**config.mk**
```make
export PLATFORM = sky130hd
export DESIGN_NAME = paralelo_serial_tx_flat
export DESIGN_NICKNAME = d
export VERILOG_FILES = /design/src/rtl/paralelo_serial_tx_if.sv /design/src/rtl/paralelo_serial_tx.sv /design/src/flat_wrapper.sv
export SDC_FILE = /design/constraint.sdc
export NUM_CORES = 1
export LEC_CHECK = 0
export ABC_AREA = 1
export CAP_MARGIN = 20
export CORE_MARGIN = 3
export CORE_UTILIZATION = 45
export CTS_BUF_LIST = sky130_fd_sc_hd__clkbuf_4 sky130_fd_sc_hd__clkbuf_8
export DETAILED_ROUTE_END_ITERATION = 10
export PLACE_DENSITY = 0.83
export SLEW_MARGIN = 20
export SYNTH_ARGS = -nofsm -noshare
export SYNTH_HDL_FRONTEND = slang
export SYNTH_SLANG_ARGS = --single-unit
export TNS_END_PERCENT = 1
```
**constraint.sdc**
```tcl
create_clock -name clk -period 1.5 [get_ports clk]
set_input_delay 0.3 -clock clk [delete_from_list [all_inputs] [get_ports clk]]
set_output_delay 0.3 -clock clk [all_outputs]
set_load 0.05 [all_outputs]
```
**src/rtl/paralelo_serial_tx_if.sv**
```systemverilog
// Handshake and serial-line bundle for the 10-bit serial transmitter.
//
// Signals:
//   entradas      parallel word offered to the transmitter
//   valido        entradas holds a word to send
//   listo         transmitter takes entradas at the next rising edge if valido=1
//   salida        serial bit, MSB first
//   inicioPalabra high while salida carries the MSB of a word
//   palabraDatos  high for all bits of a data word, low during commas
//
// Modports:
//   master  word source (drives entradas/valido, observes the line)
//   slave   transmitter (paralelo_serial_tx)
interface paralelo_serial_tx_if #(
    parameter int unsigned ANCHO = 10
);
    logic [ANCHO-1:0] entradas;
    logic             valido;
    logic             listo;
    logic             salida;
    logic             inicioPalabra;
    logic             palabraDatos;

    modport master (
        output entradas,
        output valido,
        input  listo,
        input  salida,
        input  inicioPalabra,
        input  palabraDatos
    );

    modport slave (
        input  entradas,
        input  valido,
        output listo,
        output salida,
        output inicioPalabra,
        output palabraDatos
    );
endinterface

```
**src/rtl/paralelo_serial_tx.sv**
```systemverilog
// Parallel-to-serial transmitter for the 10-bit serial link.
// After reset it sends N_SYNC comma words so the receiver can align, then
// serialises words accepted over a valid/ready handshake, inserting a comma at
// every word boundary where no word is offered.
//
// Ports:
//   clk          system clock, one serial bit per rising edge
//   rstContador  synchronous, active-high reset
//   bus          paralelo_serial_tx_if.slave (entradas, valido, listo, salida,
//                inicioPalabra, palabraDatos)
//
// Build option:
//   COMMA_RD_EN  when defined, commas alternate COMMA / ~COMMA (running
//                disparity), starting with COMMA after reset; data words do
//                not affect the alternation.
module paralelo_serial_tx #(
    parameter int unsigned        ANCHO  = 10,
    parameter logic [ANCHO-1:0]   COMMA  = 10'b0011111010,
    parameter int unsigned        N_SYNC = 3
) (
    input  logic                  clk,
    input  logic                  rstContador,
    paralelo_serial_tx_if.slave   bus
);

    localparam int unsigned CW = (ANCHO > 1) ? $clog2(ANCHO) : 1;
    localparam int unsigned SW = (N_SYNC > 1) ? $clog2(N_SYNC + 1) : 1;

    typedef enum logic [0:0] {
        StSinc,
        StActivo
    } estado_e;

    estado_e          r_estado, w_estado_d;
    logic [CW-1:0]    r_contador, w_contador_d;
    logic [SW-1:0]    r_cuentaSync, w_cuentaSync_d;
    logic [ANCHO-1:0] r_shift, w_shift_d;
    logic             r_salida, w_salida_d;
    logic             r_inicio, w_inicio_d;
    logic             r_datos, w_datos_d;
    logic             r_rd, w_rd_d;

    logic             w_frontera;
    logic             w_listo;
    logic             w_acepta;
    logic [ANCHO-1:0] w_comma;
    logic [ANCHO-1:0] w_palabra;

    assign w_frontera = (r_contador == CW'(ANCHO - 1));
    assign w_listo    = (r_estado == StActivo) && w_frontera;
    assign w_acepta   = w_listo && bus.valido;

`ifdef COMMA_RD_EN
    assign w_comma = r_rd ? ~COMMA : COMMA;
`else
    assign w_comma = COMMA;
`endif

    assign w_palabra = w_acepta ? bus.entradas : w_comma;

    always_comb begin
        w_estado_d     = r_estado;
        w_contador_d   = r_contador;
        w_cuentaSync_d = r_cuentaSync;
        w_shift_d      = r_shift;
        w_salida_d     = r_salida;
        w_inicio_d     = 1'b0;
        w_datos_d      = r_datos;
        w_rd_d         = r_rd;

        if (w_frontera) begin
            w_contador_d = '0;
            w_shift_d    = w_palabra;
            w_salida_d   = w_palabra[ANCHO-1];
            w_inicio_d   = 1'b1;
            w_datos_d    = w_acepta;
            // Disparity only advances on commas; data leaves it untouched.
            if (!w_acepta) begin
                w_rd_d = ~r_rd;
            end
            if (r_estado == StSinc) begin
                w_cuentaSync_d = r_cuentaSync + SW'(1);
                // This boundary loads comma number N_SYNC.
                if (r_cuentaSync == SW'(N_SYNC - 1)) begin
                    w_estado_d = StActivo;
                end
            end
        end else begin
            w_contador_d = r_contador + CW'(1);
            // Shift register is left-aligned: bit ANCHO-2 is the next bit out.
            w_shift_d    = r_shift << 1;
            w_salida_d   = r_shift[ANCHO-2];
        end
    end

    always_ff @(posedge clk) begin
        if (rstContador) begin
            r_estado     <= StSinc;
            r_contador   <= CW'(ANCHO - 1);
            r_cuentaSync <= '0;
            r_shift      <= COMMA;
            r_salida     <= 1'b0;
            r_inicio     <= 1'b0;
            r_datos      <= 1'b0;
            r_rd         <= 1'b0;
        end else begin
            r_estado     <= w_estado_d;
            r_contador   <= w_contador_d;
            r_cuentaSync <= w_cuentaSync_d;
            r_shift      <= w_shift_d;
            r_salida     <= w_salida_d;
            r_inicio     <= w_inicio_d;
            r_datos      <= w_datos_d;
            r_rd         <= w_rd_d;
        end
    end

    assign bus.listo         = w_listo;
    assign bus.salida        = r_salida;
    assign bus.inicioPalabra = r_inicio;
    assign bus.palabraDatos  = r_datos;

endmodule

```
**src/flat_wrapper.sv**
```systemverilog
// flat-port wrapper written by rule: the top's interface ports become plain ports
module paralelo_serial_tx_flat 
#(
    parameter int unsigned        ANCHO  = 10,
    parameter logic [ANCHO-1:0]   COMMA  = 10'b0011111010,
    parameter int unsigned        N_SYNC = 3
)
  (clk, rstContador, bus_entradas, bus_valido, bus_listo, bus_salida, bus_inicioPalabra, bus_palabraDatos);
  paralelo_serial_tx_if #(.ANCHO(ANCHO)) bus_i ();
  input  logic clk;
  input  logic rstContador;
  input wire logic [$bits(bus_i.entradas)-1:0] bus_entradas;
  input wire logic [$bits(bus_i.valido)-1:0] bus_valido;
  output wire logic [$bits(bus_i.listo)-1:0] bus_listo;
  output wire logic [$bits(bus_i.salida)-1:0] bus_salida;
  output wire logic [$bits(bus_i.inicioPalabra)-1:0] bus_inicioPalabra;
  output wire logic [$bits(bus_i.palabraDatos)-1:0] bus_palabraDatos;
  assign bus_i.entradas = bus_entradas;
  assign bus_i.valido = bus_valido;
  assign bus_listo = bus_i.listo;
  assign bus_salida = bus_i.salida;
  assign bus_inicioPalabra = bus_i.inicioPalabra;
  assign bus_palabraDatos = bus_i.palabraDatos;
  paralelo_serial_tx #(.ANCHO(ANCHO), .COMMA(COMMA), .N_SYNC(N_SYNC)) u_core (.clk(clk), .rstContador(rstContador), .bus(bus_i));
endmodule
```
Word level (Yosys, flattened, before mapping)
Cells that the tools add are included.
{"block": "totals", "register_bits": 19, "input_bits": 13, "out_inout_bits": 4}
{"block": "classes", "add_sub_neg": 2, "eq_ne": 2, "mux": 7, "bitwise_logic": 3, "n_reduce_logical": 5}
{"operator": "$mux W10", "count": 1}
{"operator": "$mux W9", "count": 1}
{"operator": "$add A4 B1 Y4 const B", "count": 1}
{"operator": "$eq A4 B4 Y1 const B", "count": 1}
{"operator": "$mux W1", "count": 4}
{"operator": "$mux W4", "count": 1}
{"operator": "$not A1 Y1", "count": 3}
{"operator": "$reduce_or A3 Y1", "count": 1}
{"operator": "$add A2 B1 Y2 const B", "count": 1}
{"operator": "$eq A2 B2 Y1 const B", "count": 1}
{"operator": "$logic_and A1 B1 Y1", "count": 2}
{"operator": "$reduce_and A2 Y1", "count": 1}
{"operator": "$reduce_or A2 Y1", "count": 1}

Depth between registers and ports, before layout
Gate-level depths: netlist (run 1).
{"block": "logic_depth", "depth_word": 5, "mapped_depth": 9}

Least setup slack after synthesis (run 1)
OpenSTA, ideal clock, no wires.
{"block": "synth_timing", "path_type": "flip-flop to output port", "start": "register u_core.r_contador[0]", "end": "output port bus_listo", "t_arrival_ps": 1459, "path_slack_ps": -259, "path_stages_with_launch": 6, "cell_sequence": "dfxtp_1 -> ha_1 -> nand2_1 -> nor2_4 -> inv_2 -> nor2_1"}
{"block": "synth_between", "elab_chain_cells": 2}
{"element": "from (decl)", "line_no": "paralelo_serial_tx.sv:35", "text": "logic [CW-1:0] r_contador, w_contador_d;"}
{"element": "from (signal assigned)", "line_no": "paralelo_serial_tx.sv:99", "text": "r_contador <= CW'(ANCHO - 1);"}
{"element": "from (signal assigned)", "line_no": "paralelo_serial_tx.sv:108", "text": "r_contador <= w_contador_d;"}
{"element": "$eq A4 B4 Y1", "line_no": "paralelo_serial_tx.sv:49", "text": "assign w_frontera = (r_contador == CW'(ANCHO - 1));"}
{"element": "$logic_and A1 B1 Y1", "line_no": "paralelo_serial_tx.sv:50", "text": "assign w_listo = (r_estado == StActivo) && w_frontera;"}
{"element": "to (decl)", "line_no": "flat_wrapper.sv:14", "text": "output wire logic [$bits(bus_i.listo)-1:0] bus_listo;"}
Every way passes these cells.

Worst setup path after layout (run 1)
{"block": "layout_timing", "start": "register u_core.r_contador[1]", "end": "output port bus_listo"}
Same word-level chain as after synthesis.

==> results.yml, run 1 <==
floorplanning:
  die-area_um2: 2310
  die_h_um: 48.1
  io_pins: 17
  coreArea_um2: 1580
  initial_core_util_pct: 50.5
  row_count: 14
  die_w_um: 48.1
sta:
  skew_ps: 3.04
  relSlewSlack_pct: 84.7
  drv_slew: 0
  timing.fmax_ghz: 0.636
  rsz0062_at_grt: "yes"
  hold_viol: 0
  fin_ws_ps: -73.6
  tightest_slew_ps: 229
  finalSetupViolCount: 1
  period_share_pct: 105
  setup_tns_ps: -73.6
  period_needed_ps: 1570
global_routing:
  grt_pass1_wl_mm: 2.36
  grt_pass1_vias: 611
  grt_max_degree: 15
  grt_remaining_overflow: 0
  grt_usage_pct: 14.3
  antenna_found_initial: 0
placed_design:
  post-dp-hpwl_mm: 1.05
  pre_cts_slack_ps: 26.3
  place.gp.congestion: 0.714
  place_inst: 135
  io_buffers: 16
clocking:
  cts_hold_buf: 0
  tritoncts: "done"
  clkLatencyLatePin_ps: 290
  clock_sinks: 19
  path_clk_slew_ps: 110
  cts_buffers: 3
  cts-root-buf: "clkbuf_4"
  clockBufferDepth: 2
  h-tree-depth: 1
power_and_ir_drop:
  swShare_pct: 34.8
  power.density_nw_per_um2: 1340
  share_comb_of_total_power_pct: 38.8
  vdd_drop_max_uv: 652
  p_total_w: 0.00150
  power.leakage_nw: 0.550
  p_seq_share_pct: 43.6
  power_switching_w: 0.000521
  clkPwrFrac_pct: 17.7
  p_int_w: 0.000977
cells_and_area:
  layout_common_cells: "nand2_1, inv_1, dfxtp_1, clkdlybuf4s50_1, buf_4"
  seqCellArea_um2: 383
  fin_util_pct: 71.1
  multi_input_area_um2: 345
  antennaDiodeCount: 0
  layout_commonest_cell: "nand2_1"
  final_cells: 146
  area_growth_pct: 40.9
  nFillCells: 125
  layout-drive-gt1-share_pct: 23.1
  fin_nets: 147
logic_synthesis:
  synth_seq_cells: 19
  synth.avg_cell_area_um2: 7.80
  yosysWarnings: 0
  syn_inst: 102
  yosysTopAreaCell: "dfxtp_1"
  synth_cell_types: 16
  synth_top_area_share_pct: 47.8
  netlist_area_um2: 796
  synthTopCellsByArea: "dfxtp_1, nand2_1, inv_1"
  synth_nets: 118
  synth_seq_area_share_pct: 47.8
route:
  drc: 0
  drt-total-wl_mm: 1.62
  ant_nets: 0
  vias: 690
  first_pass_iters: 4
  routed_via_density: 4.73
  wl_per_cell_um: 11.1
  drt_iter0_markers: 3
worst_setup_path:
  path_cells: "inv_2 > ha_4 > nand2_4 > nor2_4 > inv_2 > nor2_4 > buf_12"
  cp-start-kind: "flip-flop"
  crit_arrival_ps: 1270
  crit_buf_inv: 3
  slowest_stage: "dfxtp_2"
  cp_max_fo: 2
  cp.required_ps: 1200
  end_kind: "output port"
  cpPeakStageDelay_ps: 350
  worst-setup-path-type: "flip-flop to output port"
  cp_top_family: "flip-flops"
flow_run:
  drv_cap: 0
min_path:
  worstHoldPathType: "flip-flop to flip-flop"
outcome:
  status: "complete, but fails checks"
  violations: "negative setup slack"
cell type report:
class,instances,area share (%)
flip-flops and latches,19,34.2
multi-input cells,61,30.8
repair buffers,26,24.1
inverters,20,6.70
clock buffers,3,2.01
well taps,16,1.79
clock inverters,1,0.446
synth_stat cells (all sizes together):
cell type	count
ha	3
nand2	31
xnor2	1
o21bai	1
a21oi	1
nand3b	6
o21ai	1
inv	20
dfxtp	19
nand3	5
nand4	1
buf	2
nor2	11
per-stage QoR:
| step | hold slack (ps) | instance area, um^2 |
|---|---|---|
| after floorplan | 373 | 803 |
| after global placement | 406 | 1010 |
| after detailed placement | 420 | 1010 |
| after CTS | 449 | 1100 |
| after global routing | 470 | 1120 |
| final | 446 | 1120 |
sequential cells by signal, indices dropped and copies added (netlist names):
register and flops:
u_core.r_cuentaSync 2, u_core.r_shift 9, u_core.bus.palabraDatos 1, u_core.bus.salida 1
u_core.r_contador 4, u_core.bus.inicioPalabra 1, u_core.r_estado 1
repair_timing:
| action | in CTS | in global routing |
|---|---|---|
| pin swaps | 2 | 2 |
| endpoints found under the hold margin | 0 | 0 |
| setup endpoints to repair | 1 | 1 |
| setup buffers | 5 | 2 |
| resized for setup | 7 | 2 |
kinds of logic after synthesis:
family / count (synthesis) / synth area share, %
fa+ha+maj: 3 / 4.72
flops: 19 / 47.8
buf+inv: 22 / 12.3
compound gates: 3 / 2.20
xor+xnor: 1 / 1.10
simple gates: 54 / 31.9
power groups by stage:
stage	Sequential, W	Clock (W)	Combinational, W
3_3_place_gp	0.000651	0	0.000429
6_report	0.000653	0.000265	0.000581
5_1_grt	0.000661	0.000287	0.000642
3_5_place_dp	0.000659	0	0.000449
4_1_cts	0.000651	0.000263	0.000540
2_1_floorplan	0.000682	0	0.000291
final timing paths:
check / slack, ps / depth (start not counted) / end / start
worst min register to register: 450 / 2 / u_core.bus.salida / u_core.r_shift[8]
worst max-delay path: -70 / 7 / bus_listo / u_core.r_contador[1]
worst max register to register: 90 / 11 / u_core.r_shift[5] / u_core.r_contador[1]
worst min-delay path: 450 / 2 / u_core.bus.salida / u_core.r_shift[8]
routing by layer:
layer	global-route usage, %	vias up	wire length (um)
li1	-	360	-
met1	16.7	319	704
met2	26.6	9	867
met3	2.26	2	41
met4	3.76	0	2
met5	0	-	0
worst reg2reg max path, stage by stage (launching register included):
cell and delay [ps]:
dfxtp_2 360, inv_2 50, ha_4 150, nand2_4 50, nor2_4 40, buf_4 130, buf_4 130, nor2_2 100
buf_6 150, nand2_1 60, nand2_1 70, inv_1 40
(Power assumes the default switching activity.)
==> run 2: changes to the inputs <==
==> constraint.sdc (replaced) <==
create_clock -name clk -period 1.5 [get_ports clk]
set_input_delay 0.225 -clock clk [delete_from_list [all_inputs] [get_ports clk]]
set_output_delay 0.225 -clock clk [all_outputs]
set_load 0.05 [all_outputs]
==> results.yml, run 2 (synthesis gave the netlist of run 1 again) <==
cells_and_area:
  largest_register_ffs: 9
  top_regs: "u_core.r_shift: 9 flops, u_core.r_contador: 4 flops, u_core.r_cuentaSync: 2 flops"
  area_growth_pct: 36.8
  multi_input_area_um2: 345
  nFillCells: 131
  regMostFlops: "u_core.r_shift"
  antennaDiodeCount: 0
  fin_nets: 145
  seqCellArea_um2: 385
  layout_common_cells: "nand2_1, inv_1, dfxtp_1, clkdlybuf4s50_1, buf_4"
  layout-drive-gt1-share_pct: 21.9
  layout_commonest_cell: "nand2_1"
  final_cells: 144
sta:
  relSlewSlack_pct: 85.4
  rsz0062_at_grt: "yes"
  skew_ps: 4.22
  tightest_slew_ps: 218
  hold_viol: 0
  fin_ws_ps: -17.2
  period_needed_ps: 1520
  setup_tns_ps: -17.2
  finalSetupViolCount: 1
  timing.fmax_ghz: 0.659
  drv_slew: 0
  hold_ws_ps: 435
  period_share_pct: 101
route:
  drt-total-wl_mm: 1.52
  drc: 0
  drt_iter0_markers: 7
  vias: 666
  wl_per_cell_um: 10.5
  routed_via_density: 4.63
  ant_nets: 0
  first_pass_iters: 4
clocking:
  h-tree-depth: 1
  tritoncts: "done"
  cts_buffers: 3
  path_clk_slew_ps: 110
  cts_hold_buf: 0
  clock_sinks: 19
  clockBufferDepth: 2
  clkLatencyLatePin_ps: 300
  cts-root-buf: "clkbuf_4"
global_routing:
  grt_usage_pct: 15.1
  grt_pass1_wl_mm: 2.30
  grt_pass1_vias: 595
  grt_max_degree: 15
  antenna_found_initial: 0
  grt_remaining_overflow: 0
min_path:
  min_path_cells: 2
  worstHoldPathType: "flip-flop to flip-flop"
placed_design:
  post-dp-hpwl_mm: 1.08
  pre_cts_slack_ps: 67.9
  place_inst: 134
  place.gp.congestion: 0.730
  io_buffers: 16
worst_setup_path:
  end_kind: "output port"
  worst-setup-path-type: "flip-flop to output port"
  cp_top_family: "flip-flops"
  cpPeakStageDelay_ps: 340
  slowest_stage: "dfxtp_2"
  cp_max_fo: 2
  path_cells: "inv_2 > ha_4 > nand2_4 > nor2_4 > inv_2 > nor2_4 > buf_12"
  crit_cells: 7
  cp-start-kind: "flip-flop"
  crit_buf_inv: 3
  cp.required_ps: 1270
  reg2regPathDepth: 11
  crit_arrival_ps: 1290
power_and_ir_drop:
  vdd_drop_max_uv: 766
  p_total_w: 0.00146
  power.density_nw_per_um2: 1340
  power.leakage_nw: 0.537
floorplanning:
  die_w_um: 48.1
  die_h_um: 48.1
  row_count: 14
  die-area_um2: 2310
  initial_core_util_pct: 50.5
  io_pins: 17
  coreArea_um2: 1580
outcome:
  violations: "negative setup slack"
  status: "complete, but fails checks"
flow_run:
  drv_cap: 0
## run 2: per-layer routing
metal	wire length [um]	GRT usage [%]	vias to the layer above	share of wire (%)
met3	47	3.38	5	3.1
met4	53	11.3	0	3.5
met1	619	15.6	288	41
met2	794	26.1	13	52
li1	-	-	360	-
met5	0	0	-	0
## run 2: repair_timing
| action | in CTS | in global routing |
|---|---|---|
| endpoints found under the hold margin | 0 | 0 |
| pin swaps | 2 | 2 |
| setup endpoints to repair | 1 | 1 |
| resized for setup | 9 | 0 |
| setup buffers | 4 | 2 |
## run 2: power breakdown
group / switching, W / internal (W)
registers: 0.0000494 / 0.000600
clock network: 0.000160 / 0.0000996
logic: 0.000294 / 0.000257
total: 0.000503 / 0.000957
## run 2: final cells by class
cell class | count | share of cell area, %
well taps | 16 | 1.84
flip-flops and latches | 19 | 35.4
clock buffers | 3 | 2.07
repair buffers | 24 | 21.6
inverters | 20 | 6.90
multi-input cells | 61 | 31.7
clock inverters | 1 | 0.460
## run 2: per-stage QoR
stage | utilization [%] | instance area [um^2]
floorplan | - | 798
global placement | 62.5 | 986
detailed placement | 62.5 | 986
CTS | 68.1 | 1070
global route | 69.0 | 1090
finish | 69.0 | 1090
## run 2: final timing paths
| check | startpoint | end | slack [ps] |
|---|---|---|---|
| worst max-delay path | u_core.r_contador[1] | bus_listo | -20 |
| worst min-delay path | u_core.r_shift[1] | u_core.r_shift[2] | 430 |
| worst min register to register | u_core.r_shift[1] | u_core.r_shift[2] | 430 |
| worst max register to register | u_core.r_contador[1] | u_core.r_shift[4] | 90 |
## run 2: worst reg2reg max path, stage by stage, from the launching register on
cell	delay [ps]
dfxtp_2	350
inv_2	50
ha_4	160
nand2_4	50
nor2_4	40
buf_4	130
buf_4	120
nor2_2	120
buf_12	140
nand2_1	50
nand2_1	60
inv_1	40
==> run 3: changes to the inputs <==
- DONT_BUFFER_PORTS: unset -> 1
- PLACE_DENSITY: 0.83 -> 0.71
==> results.yml, run 3 (synthesis gave the netlist of run 1 again) <==
outcome:
  status: "complete, but fails checks"
  violations: "negative setup slack"
sta:
  skew_ps: 7.95
  timing.fmax_ghz: 0.656
  relSlewSlack_pct: 66.0
  fin_ws_ps: -25.5
  setup_tns_ps: -25.5
  rsz0062_at_grt: "yes"
  tightest_slew_ps: 509
  drv_slew: 0
  period_share_pct: 102
  finalSetupViolCount: 1
  period_needed_ps: 1530
  hold_viol: 0
route:
  drt_iter0_markers: 9
  wl_per_cell_um: 11.8
  wl_met1_um: 656
  ant_nets: 0
  wl_met3_um: 133
  drc: 0
  drt-total-wl_mm: 1.57
  vias: 645
  dr_wl_met2_um: 741
  routed_via_density: 4.85
  highest_layer: "met4"
  first_pass_iters: 4
clocking:
  tritoncts: "done"
  path_clk_slew_ps: 110
  clockBufferDepth: 2
  clkLatencyLatePin_ps: 300
  clock_sinks: 19
  cts-root-buf: "clkbuf_4"
  h-tree-depth: 1
  cts_buffers: 3
flow_run:
  drv_cap: 0
floorplanning:
  row_count: 14
  io_pins: 17
  die-area_um2: 2310
  coreArea_um2: 1580
  die_h_um: 48.1
  initial_core_util_pct: 50.5
  die_w_um: 48.1
power_and_ir_drop:
  vdd_drop_max_uv: 1060
  power.leakage_nw: 0.494
  power.density_nw_per_um2: 1510
cells_and_area:
  layout_commonest_cell: "nand2_1"
  nFillCells: 128
  area_growth_pct: 23.7
  seqCellArea_um2: 383
  final_cells: 133
  layout_common_cells: "nand2_1, inv_1, dfxtp_1, buf_4"
  largest_register_ffs: 9
  top_regs: "u_core.r_shift: 9 flops, u_core.r_contador: 4 flops, u_core.r_cuentaSync: 2 flops"
  layout-drive-gt1-share_pct: 24.8
  antennaDiodeCount: 0
  multi_input_area_um2: 360
  regMostFlops: "u_core.r_shift"
  fin_nets: 134
worst_setup_path:
  worst-setup-path-type: "flip-flop to output port"
  path_cells: "inv_2 > ha_4 > nand2_4 > nor2_4 > inv_2 > nor2_4 > buf_12"
  cpPeakStageDelay_ps: 350
  cp_max_fo: 2
  slowest_stage: "dfxtp_2"
  cp-start-kind: "flip-flop"
  crit_arrival_ps: 1300
  cp.required_ps: 1270
  end_kind: "output port"
placed_design:
  place.gp.congestion: 0.743
  place_inst: 118
  post-dp-hpwl_um: 944
  io_buffers: 0
global_routing:
  antenna_found_initial: 0
  grt_pass1_vias: 563
  grt_max_degree: 12
  grt_usage_pct: 16.0
  grt_pass1_wl_mm: 2.42
  grt_remaining_overflow: 0
min_path:
  worstHoldPathType: "primary input to flip-flop"
==> run 3: cell types whose count changed in the layout (fill, tap and decap cells not counted), sizes merged <==
cell | previous run | this run
clkbuf | 3 | 4
clkdlybuf4s50 | 12 | 0
clkinv | 1 | 0
dlygate4sd3 | 0 | 1
==> run 3: path summary, 6_finish.rpt <==
path                              from                end  slack (ps)  depth (start not counted)
setup reg to reg  u_core.r_contador[1]    u_core.r_estado          30                         12
setup / recovery  u_core.r_contador[1]          bus_listo         -30                          7
hold / removal         bus_entradas[0]  u_core.r_shift[0]          30                          2
hold reg to reg      u_core.r_shift[8]  u_core.bus.salida         440                          2
==> run 3: routing by layer <==
metal / vias to the layer above / track usage, %
li1: 334 / -
met1: 284 / 16.0
met2: 21 / 25.3
met3: 6 / 10.5
met4: 0 / 8.06
met5: - / 0
==> run 3: final cells by class <==
cell class                 count  share of cell area (%)
clock buffer                   4                    3.05
inverter                      20                    7.62
multi-input combinational     61                    36.6
sequential                    19                    38.9
tap                           16                    2.03
timing repair buffer          13                    11.8
==> run 3: critical path, delay by kind of cell (launching register included) <==
kind	cells	cell delay, ps
DFF	1	350
buffers and inverters	3	270
and+or+nand+nor	3	250
adders and majority gates	1	130
==> run 3: repair_timing <==
item	in CTS	in global routing
buffers inserted	8	2
pin swaps	2	2
setup endpoints to repair	1	13
hold buffers	1	0
endpoints found under the hold margin	1	0
gates cloned	0	0
gates resized for setup	8	4
==> run 3: power breakdown <==
group          internal [W]  total (W)  switching, W
combinational      0.000249   0.000518      0.000269
sequential         0.000600   0.000688     0.0000886
clock              0.000122   0.000279      0.000157
==> run 3: metrics by stage <==
stage / worst slack [ps] / hold slack, ps / total power (W) / cell area [um^2] / utilization [%]
6_report: -25.5 / 26.4 / 0.00149 / 985 / 62.5
5_1_grt: -91.6 / 19.5 / 0.00157 / 985 / 62.5
4_1_cts: -43.6 / 11.8 / 0.00144 / 951 / 60.3
3_5_place_dp: 58.2 / 303 / 0.00102 / 823 / 52.2
3_3_place_gp: 104 / 304 / 0.00100 / 823 / 52.2
2_1_floorplan: 42.3 / 298 / 0.000966 / 798 / -
